[src/rtl/pll_lock_sequencer_if.sv]
// Control/status and PLL-pin bundle for pll_lock_sequencer.
// start/stop are single-cycle pulses sampled on clk with no back-pressure; a start outside IDLE/RUN/FAIL is dropped.
interface pll_lock_sequencer_if;
  logic        start;
  logic        stop;
  logic [3:0]  cfg_prescale;
  logic        cfg_integer_mode;
  logic [10:0] cfg_mul_int;
  logic [11:0] cfg_mul_frac;
  logic        cfg_ssc_en;
  logic        cfg_ps0_en;
  logic        cfg_ps1_en;
  logic        pll_locked;
  logic        pll_rst_n;
  logic [3:0]  pll_prescale;
  logic        pll_integer_mode;
  logic [10:0] pll_mul_int;
  logic [11:0] pll_mul_frac;
  logic        pll_ssc_en;
  logic        pll_ps0_en;
  logic        pll_ps1_en;
  logic        ready;
  logic        busy;
  logic        fail;
  logic        lock_lost;
  logic [3:0]  retries;
  logic [2:0]  state;

  modport master (
    output start, stop, cfg_prescale, cfg_integer_mode, cfg_mul_int, cfg_mul_frac,
           cfg_ssc_en, cfg_ps0_en, cfg_ps1_en, pll_locked,
    input  pll_rst_n, pll_prescale, pll_integer_mode, pll_mul_int, pll_mul_frac,
           pll_ssc_en, pll_ps0_en, pll_ps1_en, ready, busy, fail, lock_lost, retries, state
  );

  modport slave (
    input  start, stop, cfg_prescale, cfg_integer_mode, cfg_mul_int, cfg_mul_frac,
           cfg_ssc_en, cfg_ps0_en, cfg_ps1_en, pll_locked,
    output pll_rst_n, pll_prescale, pll_integer_mode, pll_mul_int, pll_mul_frac,
           pll_ssc_en, pll_ps0_en, pll_ps1_en, ready, busy, fail, lock_lost, retries, state
  );
endinterface

[src/rtl/pll_lock_sequencer.sv]
// PLL bring-up and lock supervision: latch config, hold PLL in reset, wait for stable lock,
// enable outputs in RUN and retry a bounded number of times on timeout or loss of lock.
module pll_lock_sequencer #(
  parameter int RST_CYCLES   = 64,
  parameter int LOCK_STABLE  = 1024,
  parameter int LOCK_TIMEOUT = 65535,
  parameter int MAX_RETRY    = 3,
  parameter int CNT_W        = 16
) (
  input  logic               clk,
  input  logic               rst,
  pll_lock_sequencer_if.slave bus
);

  typedef enum logic [2:0] {
    S_IDLE      = 3'd0,
    S_RESET     = 3'd1,
    S_WAIT_LOCK = 3'd2,
    S_SETTLE    = 3'd3,
    S_RUN       = 3'd4,
    S_FAIL      = 3'd5
  } state_t;

  localparam logic [CNT_W-1:0] RST_LAST     = CNT_W'(RST_CYCLES - 1);
  localparam logic [CNT_W-1:0] STABLE_LAST  = CNT_W'(LOCK_STABLE - 1);
  localparam logic [CNT_W-1:0] TIMEOUT_LAST = CNT_W'(LOCK_TIMEOUT - 1);
  localparam logic [3:0]       MAX_RETRY_C  = 4'(MAX_RETRY);

  logic             lock_meta, lock_s;
  state_t           state_q, state_n;
  logic [CNT_W-1:0] rst_cnt_q, rst_cnt_n;
  logic [CNT_W-1:0] to_cnt_q, to_cnt_n;
  logic [CNT_W-1:0] stab_cnt_q, stab_cnt_n;
  logic [3:0]       retries_q, retries_n;
  logic             lock_lost_q, lock_lost_n;
  logic             ssc_req_q, ps0_req_q, ps1_req_q;
  logic             accept_start, retry;

  always_comb begin
    state_n      = state_q;
    rst_cnt_n    = rst_cnt_q;
    to_cnt_n     = to_cnt_q;
    stab_cnt_n   = stab_cnt_q;
    retries_n    = retries_q;
    lock_lost_n  = lock_lost_q;
    accept_start = 1'b0;
    retry        = 1'b0;

    case (state_q)
      S_RESET: begin
        if (rst_cnt_q >= RST_LAST) state_n = S_WAIT_LOCK;
        else                       rst_cnt_n = rst_cnt_q + 1'b1;
      end
      S_WAIT_LOCK: begin
        if (lock_s) begin
          state_n    = S_SETTLE;
          stab_cnt_n = '0;
        end
      end
      S_SETTLE: begin
        if (!lock_s)                       state_n = S_WAIT_LOCK;
        else if (stab_cnt_q >= STABLE_LAST) state_n = S_RUN;
        else                               stab_cnt_n = stab_cnt_q + 1'b1;
      end
      S_RUN: begin
        if (!lock_s) begin
          lock_lost_n = 1'b1;
          retry       = 1'b1;
        end
      end
      default: ;
    endcase

    // A lock that completes on the timeout cycle still wins and enters RUN.
    if ((state_q == S_WAIT_LOCK || state_q == S_SETTLE) && state_n != S_RUN) begin
      if (to_cnt_q >= TIMEOUT_LAST) retry = 1'b1;
      else                          to_cnt_n = to_cnt_q + 1'b1;
    end

    if (retry) begin
      if (retries_q < MAX_RETRY_C) begin
        retries_n = retries_q + 1'b1;
        state_n   = S_RESET;
        rst_cnt_n = '0;
        to_cnt_n  = '0;
      end else begin
        state_n = S_FAIL;
      end
    end

    if (bus.start && (state_q == S_IDLE || state_q == S_FAIL || state_q == S_RUN)) begin
      accept_start = 1'b1;
      retries_n    = '0;
      lock_lost_n  = 1'b0;
      state_n      = S_RESET;
      rst_cnt_n    = '0;
      to_cnt_n     = '0;
    end

    // STOP overrides everything, including a retry or start in the same cycle.
    if (bus.stop) begin
      accept_start = 1'b0;
      state_n      = S_IDLE;
      retries_n    = retries_q;
      lock_lost_n  = lock_lost_q;
    end
  end

  always_ff @(posedge clk or posedge rst) begin
    if (rst) begin
      lock_meta            <= 1'b0;
      lock_s               <= 1'b0;
      state_q              <= S_IDLE;
      rst_cnt_q            <= '0;
      to_cnt_q             <= '0;
      stab_cnt_q           <= '0;
      retries_q            <= '0;
      lock_lost_q          <= 1'b0;
      ssc_req_q            <= 1'b0;
      ps0_req_q            <= 1'b0;
      ps1_req_q            <= 1'b0;
      bus.pll_prescale     <= '0;
      bus.pll_integer_mode <= 1'b0;
      bus.pll_mul_int      <= '0;
      bus.pll_mul_frac     <= '0;
      bus.pll_rst_n        <= 1'b0;
      bus.pll_ssc_en       <= 1'b0;
      bus.pll_ps0_en       <= 1'b0;
      bus.pll_ps1_en       <= 1'b0;
      bus.ready            <= 1'b0;
      bus.busy             <= 1'b0;
      bus.fail             <= 1'b0;
    end else begin
      lock_meta   <= bus.pll_locked;
      lock_s      <= lock_meta;
      state_q     <= state_n;
      rst_cnt_q   <= rst_cnt_n;
      to_cnt_q    <= to_cnt_n;
      stab_cnt_q  <= stab_cnt_n;
      retries_q   <= retries_n;
      lock_lost_q <= lock_lost_n;
      if (accept_start) begin
        bus.pll_prescale     <= bus.cfg_prescale;
        bus.pll_integer_mode <= bus.cfg_integer_mode;
        bus.pll_mul_int      <= bus.cfg_mul_int;
        bus.pll_mul_frac     <= bus.cfg_mul_frac;
        ssc_req_q            <= bus.cfg_ssc_en;
        ps0_req_q            <= bus.cfg_ps0_en;
        ps1_req_q            <= bus.cfg_ps1_en;
      end
      bus.pll_rst_n  <= (state_n == S_WAIT_LOCK) || (state_n == S_SETTLE) || (state_n == S_RUN);
      bus.ready      <= (state_n == S_RUN);
      bus.busy       <= (state_n == S_RESET) || (state_n == S_WAIT_LOCK) || (state_n == S_SETTLE);
      bus.fail       <= (state_n == S_FAIL);
      bus.pll_ssc_en <= (state_n == S_RUN) && ssc_req_q;
      bus.pll_ps0_en <= (state_n == S_RUN) && ps0_req_q;
      bus.pll_ps1_en <= (state_n == S_RUN) && ps1_req_q;
    end
  end

  assign bus.state     = state_q;
  assign bus.retries   = retries_q;
  assign bus.lock_lost = lock_lost_q;

endmodule

[src/flat_wrapper.sv]
// flat-port wrapper written by rule: the top's interface ports become plain ports
module pll_lock_sequencer_flat 
#(
  parameter int RST_CYCLES   = 64,
  parameter int LOCK_STABLE  = 1024,
  parameter int LOCK_TIMEOUT = 65535,
  parameter int MAX_RETRY    = 3,
  parameter int CNT_W        = 16
)
  (clk, rst, bus_start, bus_stop, bus_cfg_prescale, bus_cfg_integer_mode, bus_cfg_mul_int, bus_cfg_mul_frac, bus_cfg_ssc_en, bus_cfg_ps0_en, bus_cfg_ps1_en, bus_pll_locked, bus_pll_rst_n, bus_pll_prescale, bus_pll_integer_mode, bus_pll_mul_int, bus_pll_mul_frac, bus_pll_ssc_en, bus_pll_ps0_en, bus_pll_ps1_en, bus_ready, bus_busy, bus_fail, bus_lock_lost, bus_retries, bus_state);
  pll_lock_sequencer_if bus_i ();
  input  logic clk;
  input  logic rst;
  input wire logic [$bits(bus_i.start)-1:0] bus_start;
  input wire logic [$bits(bus_i.stop)-1:0] bus_stop;
  input wire logic [$bits(bus_i.cfg_prescale)-1:0] bus_cfg_prescale;
  input wire logic [$bits(bus_i.cfg_integer_mode)-1:0] bus_cfg_integer_mode;
  input wire logic [$bits(bus_i.cfg_mul_int)-1:0] bus_cfg_mul_int;
  input wire logic [$bits(bus_i.cfg_mul_frac)-1:0] bus_cfg_mul_frac;
  input wire logic [$bits(bus_i.cfg_ssc_en)-1:0] bus_cfg_ssc_en;
  input wire logic [$bits(bus_i.cfg_ps0_en)-1:0] bus_cfg_ps0_en;
  input wire logic [$bits(bus_i.cfg_ps1_en)-1:0] bus_cfg_ps1_en;
  input wire logic [$bits(bus_i.pll_locked)-1:0] bus_pll_locked;
  output wire logic [$bits(bus_i.pll_rst_n)-1:0] bus_pll_rst_n;
  output wire logic [$bits(bus_i.pll_prescale)-1:0] bus_pll_prescale;
  output wire logic [$bits(bus_i.pll_integer_mode)-1:0] bus_pll_integer_mode;
  output wire logic [$bits(bus_i.pll_mul_int)-1:0] bus_pll_mul_int;
  output wire logic [$bits(bus_i.pll_mul_frac)-1:0] bus_pll_mul_frac;
  output wire logic [$bits(bus_i.pll_ssc_en)-1:0] bus_pll_ssc_en;
  output wire logic [$bits(bus_i.pll_ps0_en)-1:0] bus_pll_ps0_en;
  output wire logic [$bits(bus_i.pll_ps1_en)-1:0] bus_pll_ps1_en;
  output wire logic [$bits(bus_i.ready)-1:0] bus_ready;
  output wire logic [$bits(bus_i.busy)-1:0] bus_busy;
  output wire logic [$bits(bus_i.fail)-1:0] bus_fail;
  output wire logic [$bits(bus_i.lock_lost)-1:0] bus_lock_lost;
  output wire logic [$bits(bus_i.retries)-1:0] bus_retries;
  output wire logic [$bits(bus_i.state)-1:0] bus_state;
  assign bus_i.start = bus_start;
  assign bus_i.stop = bus_stop;
  assign bus_i.cfg_prescale = bus_cfg_prescale;
  assign bus_i.cfg_integer_mode = bus_cfg_integer_mode;
  assign bus_i.cfg_mul_int = bus_cfg_mul_int;
  assign bus_i.cfg_mul_frac = bus_cfg_mul_frac;
  assign bus_i.cfg_ssc_en = bus_cfg_ssc_en;
  assign bus_i.cfg_ps0_en = bus_cfg_ps0_en;
  assign bus_i.cfg_ps1_en = bus_cfg_ps1_en;
  assign bus_i.pll_locked = bus_pll_locked;
  assign bus_pll_rst_n = bus_i.pll_rst_n;
  assign bus_pll_prescale = bus_i.pll_prescale;
  assign bus_pll_integer_mode = bus_i.pll_integer_mode;
  assign bus_pll_mul_int = bus_i.pll_mul_int;
  assign bus_pll_mul_frac = bus_i.pll_mul_frac;
  assign bus_pll_ssc_en = bus_i.pll_ssc_en;
  assign bus_pll_ps0_en = bus_i.pll_ps0_en;
  assign bus_pll_ps1_en = bus_i.pll_ps1_en;
  assign bus_ready = bus_i.ready;
  assign bus_busy = bus_i.busy;
  assign bus_fail = bus_i.fail;
  assign bus_lock_lost = bus_i.lock_lost;
  assign bus_retries = bus_i.retries;
  assign bus_state = bus_i.state;
  pll_lock_sequencer #(.RST_CYCLES(RST_CYCLES), .LOCK_STABLE(LOCK_STABLE), .LOCK_TIMEOUT(LOCK_TIMEOUT), .MAX_RETRY(MAX_RETRY), .CNT_W(CNT_W)) u_core (.clk(clk), .rst(rst), .bus(bus_i));
endmodule
[config.mk]
export PLATFORM = sky130hd
export DESIGN_NAME = pll_lock_sequencer_flat
export DESIGN_NICKNAME = d
export VERILOG_FILES = /design/src/rtl/pll_lock_sequencer_if.sv /design/src/rtl/pll_lock_sequencer.sv /design/src/flat_wrapper.sv
export SDC_FILE = /design/constraint.sdc
export NUM_CORES = 1
export LEC_CHECK = 0
export BUFFER_PORTS_ARGS = -buffer_cell sky130_fd_sc_hd__buf_2
export CAP_MARGIN = 10
export CORE_MARGIN = 1.5
export CORE_UTILIZATION = 40
export DETAILED_ROUTE_END_ITERATION = 8
export PLACE_DENSITY = 0.63
export SLEW_MARGIN = 5
export SYNTH_ARGS = -nofsm -noshare
export SYNTH_HDL_FRONTEND = slang
export SYNTH_SLANG_ARGS = --single-unit
[constraint.sdc]
create_clock -name clk -period 6 [get_ports clk]
set_clock_uncertainty 0.1 [all_clocks]
set_input_delay 0.6 -clock clk [delete_from_list [all_inputs] [get_ports clk]]
set_output_delay 0.6 -clock clk [all_outputs]
set_load 0.1 [all_outputs]
==> impl_metrics.json <==
{
  "worstPathRequired_ns": 6.18,
  "worstPathArrival_ns": 3.00,
  "power_density_mw_per_mm2": 314,
  "yosysWarnings": 0,
  "remaining_drc_errors": 0,
  "die_h_um": 107,
  "wl_per_cell_um": 14.5,
  "yosys-top-cells-count": "96 x dfrtp_1, 36 x nor2_1, 30 x mux2_2",
  "first_pass_iters": 4,
  "fillers": 992,
  "startpoint_type": "flip-flop",
  "ys_seq_area_share_pct": 55.9,
  "cap_violations": 0,
  "tns_ns": 0,
  "worst-r2r-setup-slack_ns": 3.19,
  "antenna_found_initial": 0,
  "synth_top_area_share_pct": 55.9,
  "synth_fp_nets": 402,
  "initial_core_util_pct": 41.5,
  "postSynth.asyncResetShare_pct": 100,
  "run_status": "completed",
  "synth.area.top_cells": "dfrtp_1 56%, mux2_2 7.9%, xor2_1 3.7%",
  "drt_iter0_drc": 136,
  "grt_usage_pct": 16.5,
  "port_buffers": 78,
  "die_area_mm2": 0.0114,
  "final_antenna_net_count": 0,
  "critPathKind": "flip-flop to flip-flop",
  "power_leakage_uw": 0.00241,
  "maxSlewHeadroom_pct": 42.9,
  "setup_viol": 0,
  "synth_area_mm2": 0.00430,
  "cts-hold-fix-buffers": 0,
  "ys_seq_elements": 96,
  "path_clk_slew_ns": 0.11,
  "cts_max_level": 3,
  "synth_most_common_cell": "dfrtp_1",
  "cts.sinks": 96,
  "top_layer": "met4",
  "gp_congestion": 0.737,
  "cts_root_buf": "clkbuf_8",
  "grt_max_degree": 71,
  "synth_area_per_cell_um2": 11.9,
  "nNetsFinal": 478,
  "route.met3.wl_um": 687,
  "hold_viol": 0,
  "fp.coreArea_mm2": 0.0104,
  "worst_slew_pin_slew_ns": 0.857,
  "grt_pass1_wl_mm": 14.7,
  "overflow": 0,
  "pin_count": 79,
  "placementRows": 37,
  "finalWorstSetupSlack_ns": 3.19,
  "grt_pass1_vias": 3080,
  "synthMuxAreaShare_pct": 9.05,
  "routed-via-count": 2934,
  "synth_compound_area_share_pct": 8.32,
  "r2r_start": "u_core.stab_cnt_q[0]",
  "path_max_fanout": 15,
  "pre_cts_ws_ns": 3.18,
  "irDropWorstVdd_uv": 240,
  "met1_length_mm": 3.88,
  "ys.flop_type": "dfrtp_1",
  "rsz0062_at_grt": "no",
  "avgViaCountPerCell": 5.08,
  "synth_edf_count": 0,
  "cts_buffers": 9,
  "drv_slew": 0,
  "max_stage_delay_ns": 0.62,
  "clkLatencyLatePin_ns": 0.37,
  "min_period_over_period_pct": 46.9,
  "end_kind": "flip-flop",
  "ff_latch_area_mm2": 0.00240,
  "synth.largest_area_cell": "dfrtp_1",
  "cts_resized": 0,
  "reg2reg_to": "u_core.to_cnt_q[13]",
  "wl_mm": 8.36,
  "syn2layout_area_growth_pct": 15.5,
  "fmax_mhz": 355,
  "critPathSlowestCell": "o211ai_2",
  "synth_top_family_by_area": "simple AND/OR/NAND/NOR gates",
  "clock_path_buffers": 2,
  "r2r_cells": 7,
  "synthAdderAreaFrac_pct": 1.46,
  "fin_crit_ns": 2.81,
  "syn_inst": 361,
  "drive_above_1_share_pct": 32.8,
  "met2WireLength_mm": 3.71,
  "cts_setup_buffers": 0,
  "multiInputGateArea_mm2": 0.00177,
  "diodes": 0,
  "dp_hpwl_mm": 5.89,
  "die_width_um": 107,
  "synth-xor-area-share_pct": 4.07,
  "ys_types": 52,
  "synthSimpleGateAreaFrac_pct": 18.2,
  "cts_tree": "built",
  "crit_chain": "ha_1, and3_1, and4_1, o211ai_2, nand4_4, or3_1, a21oi_1",
  "min_path_type": "input pin to async pin"
}
[critical path: cells and delay by family, from the launching register on]
kind                       cells  cell delay [ns]
AOI/OAI and AO/OA              2             0.77
adders and majority gates      1             0.25
DFF                            1             0.44
and+or+nand+nor                4             1.17
[report_power, final]
group          total, µW  internal (µW)  switching [µW]
logic                437           77.2             360
clock network        401            158             243
registers            720            693            26.3
total               1560            929             629
[kinds of logic after synthesis]
family	after synthesis
buffers and inverters	24
muxes	35
AOI/OAI and AO/OA	41
DFF	96
xor gates and xnor gates	20
and+or+nand+nor	140
adders and majority gates	5
[state kept, by name, summed over array words and instances (netlist names), 3 cells and up]
| signal | count |
|---|---|
| u_core.rst_cnt_q | 16 |
| u_core.bus.retries | 4 |
| u_core.bus.pll_mul_int | 11 |
| u_core.bus.pll_prescale | 4 |
| u_core.stab_cnt_q | 16 |
| u_core.bus.state | 3 |
| u_core.bus.pll_mul_frac | 12 |
| u_core.to_cnt_q | 16 |
[through the flow]
step	cells	total power (µW)	hold WS [ns]	util, %	instance area (µm²)
final	578	1560	0.110	47.9	4960
after global routing	578	1630	0.114	47.9	4960
after global placement	562	1170	0.257	46.1	4780
after CTS	578	1580	0.0949	47.9	4960
after detailed placement	562	1170	0.248	46.1	4780
after floorplan	361	1100	0.231	-	4300
[per-layer routing]
metal | up-vias | global-route usage [%]
met2 | 80 | 24.9
met3 | 4 | 6.99
met1 | 1417 | 21.6
li1 | 1433 | -
met5 | - | 0
met4 | 0 | 4.86
[how the worst max path moves through the flow]
stage / startpoint / cells past startpoint / slack, ns / end
detailed placement: u_core.stab_cnt_q[0] / 7 / 3.18 / u_core.to_cnt_q[13]
finish: u_core.stab_cnt_q[0] / 7 / 3.19 / u_core.to_cnt_q[13]
CTS: u_core.stab_cnt_q[0] / 7 / 3.18 / u_core.to_cnt_q[13]
global route: u_core.stab_cnt_q[0] / 7 / 2.97 / u_core.to_cnt_q[13]
floorplan: rst / 1 / 2.79 / u_core.bus.busy
global placement: u_core.stab_cnt_q[0] / 7 / 3.26 / u_core.to_cnt_q[13]
[cell type report]
| class | count | share of cell area (%) |
|---|---|---|
| clock inverter | 7 | 1.21 |
| inverter | 9 | 0.706 |
| tap | 136 | 3.43 |
| clock buffer | 9 | 2.49 |
| sequential | 96 | 48.4 |
| timing repair buffer | 80 | 8.17 |
| multi-input combinational | 241 | 35.6 |
[cell usage in the layout (no fill, tap or decap), drive strengths merged, types with 2 or more instances in the layout]
cell type and count:
xor2 18, nor2b 7, mux2i 4, nor2 37
xnor2 2, nand2b 2, o2111ai 2, and3 14
clkbuf 9, and4 5, nand4 18, and2 13
o31ai 2, nor3 5, a21oi 9, a31oi 4
o211ai 2, inv 12, or3 5, buf 80
a21o 2, ha 5, nand3 10, dfrtp 96
nor4 3, nand2 17, a221oi 2, a2111oi 2
o21ai 9, o21a 3, mux2 31, clkinv 3
(Power assumes the default switching activity.)
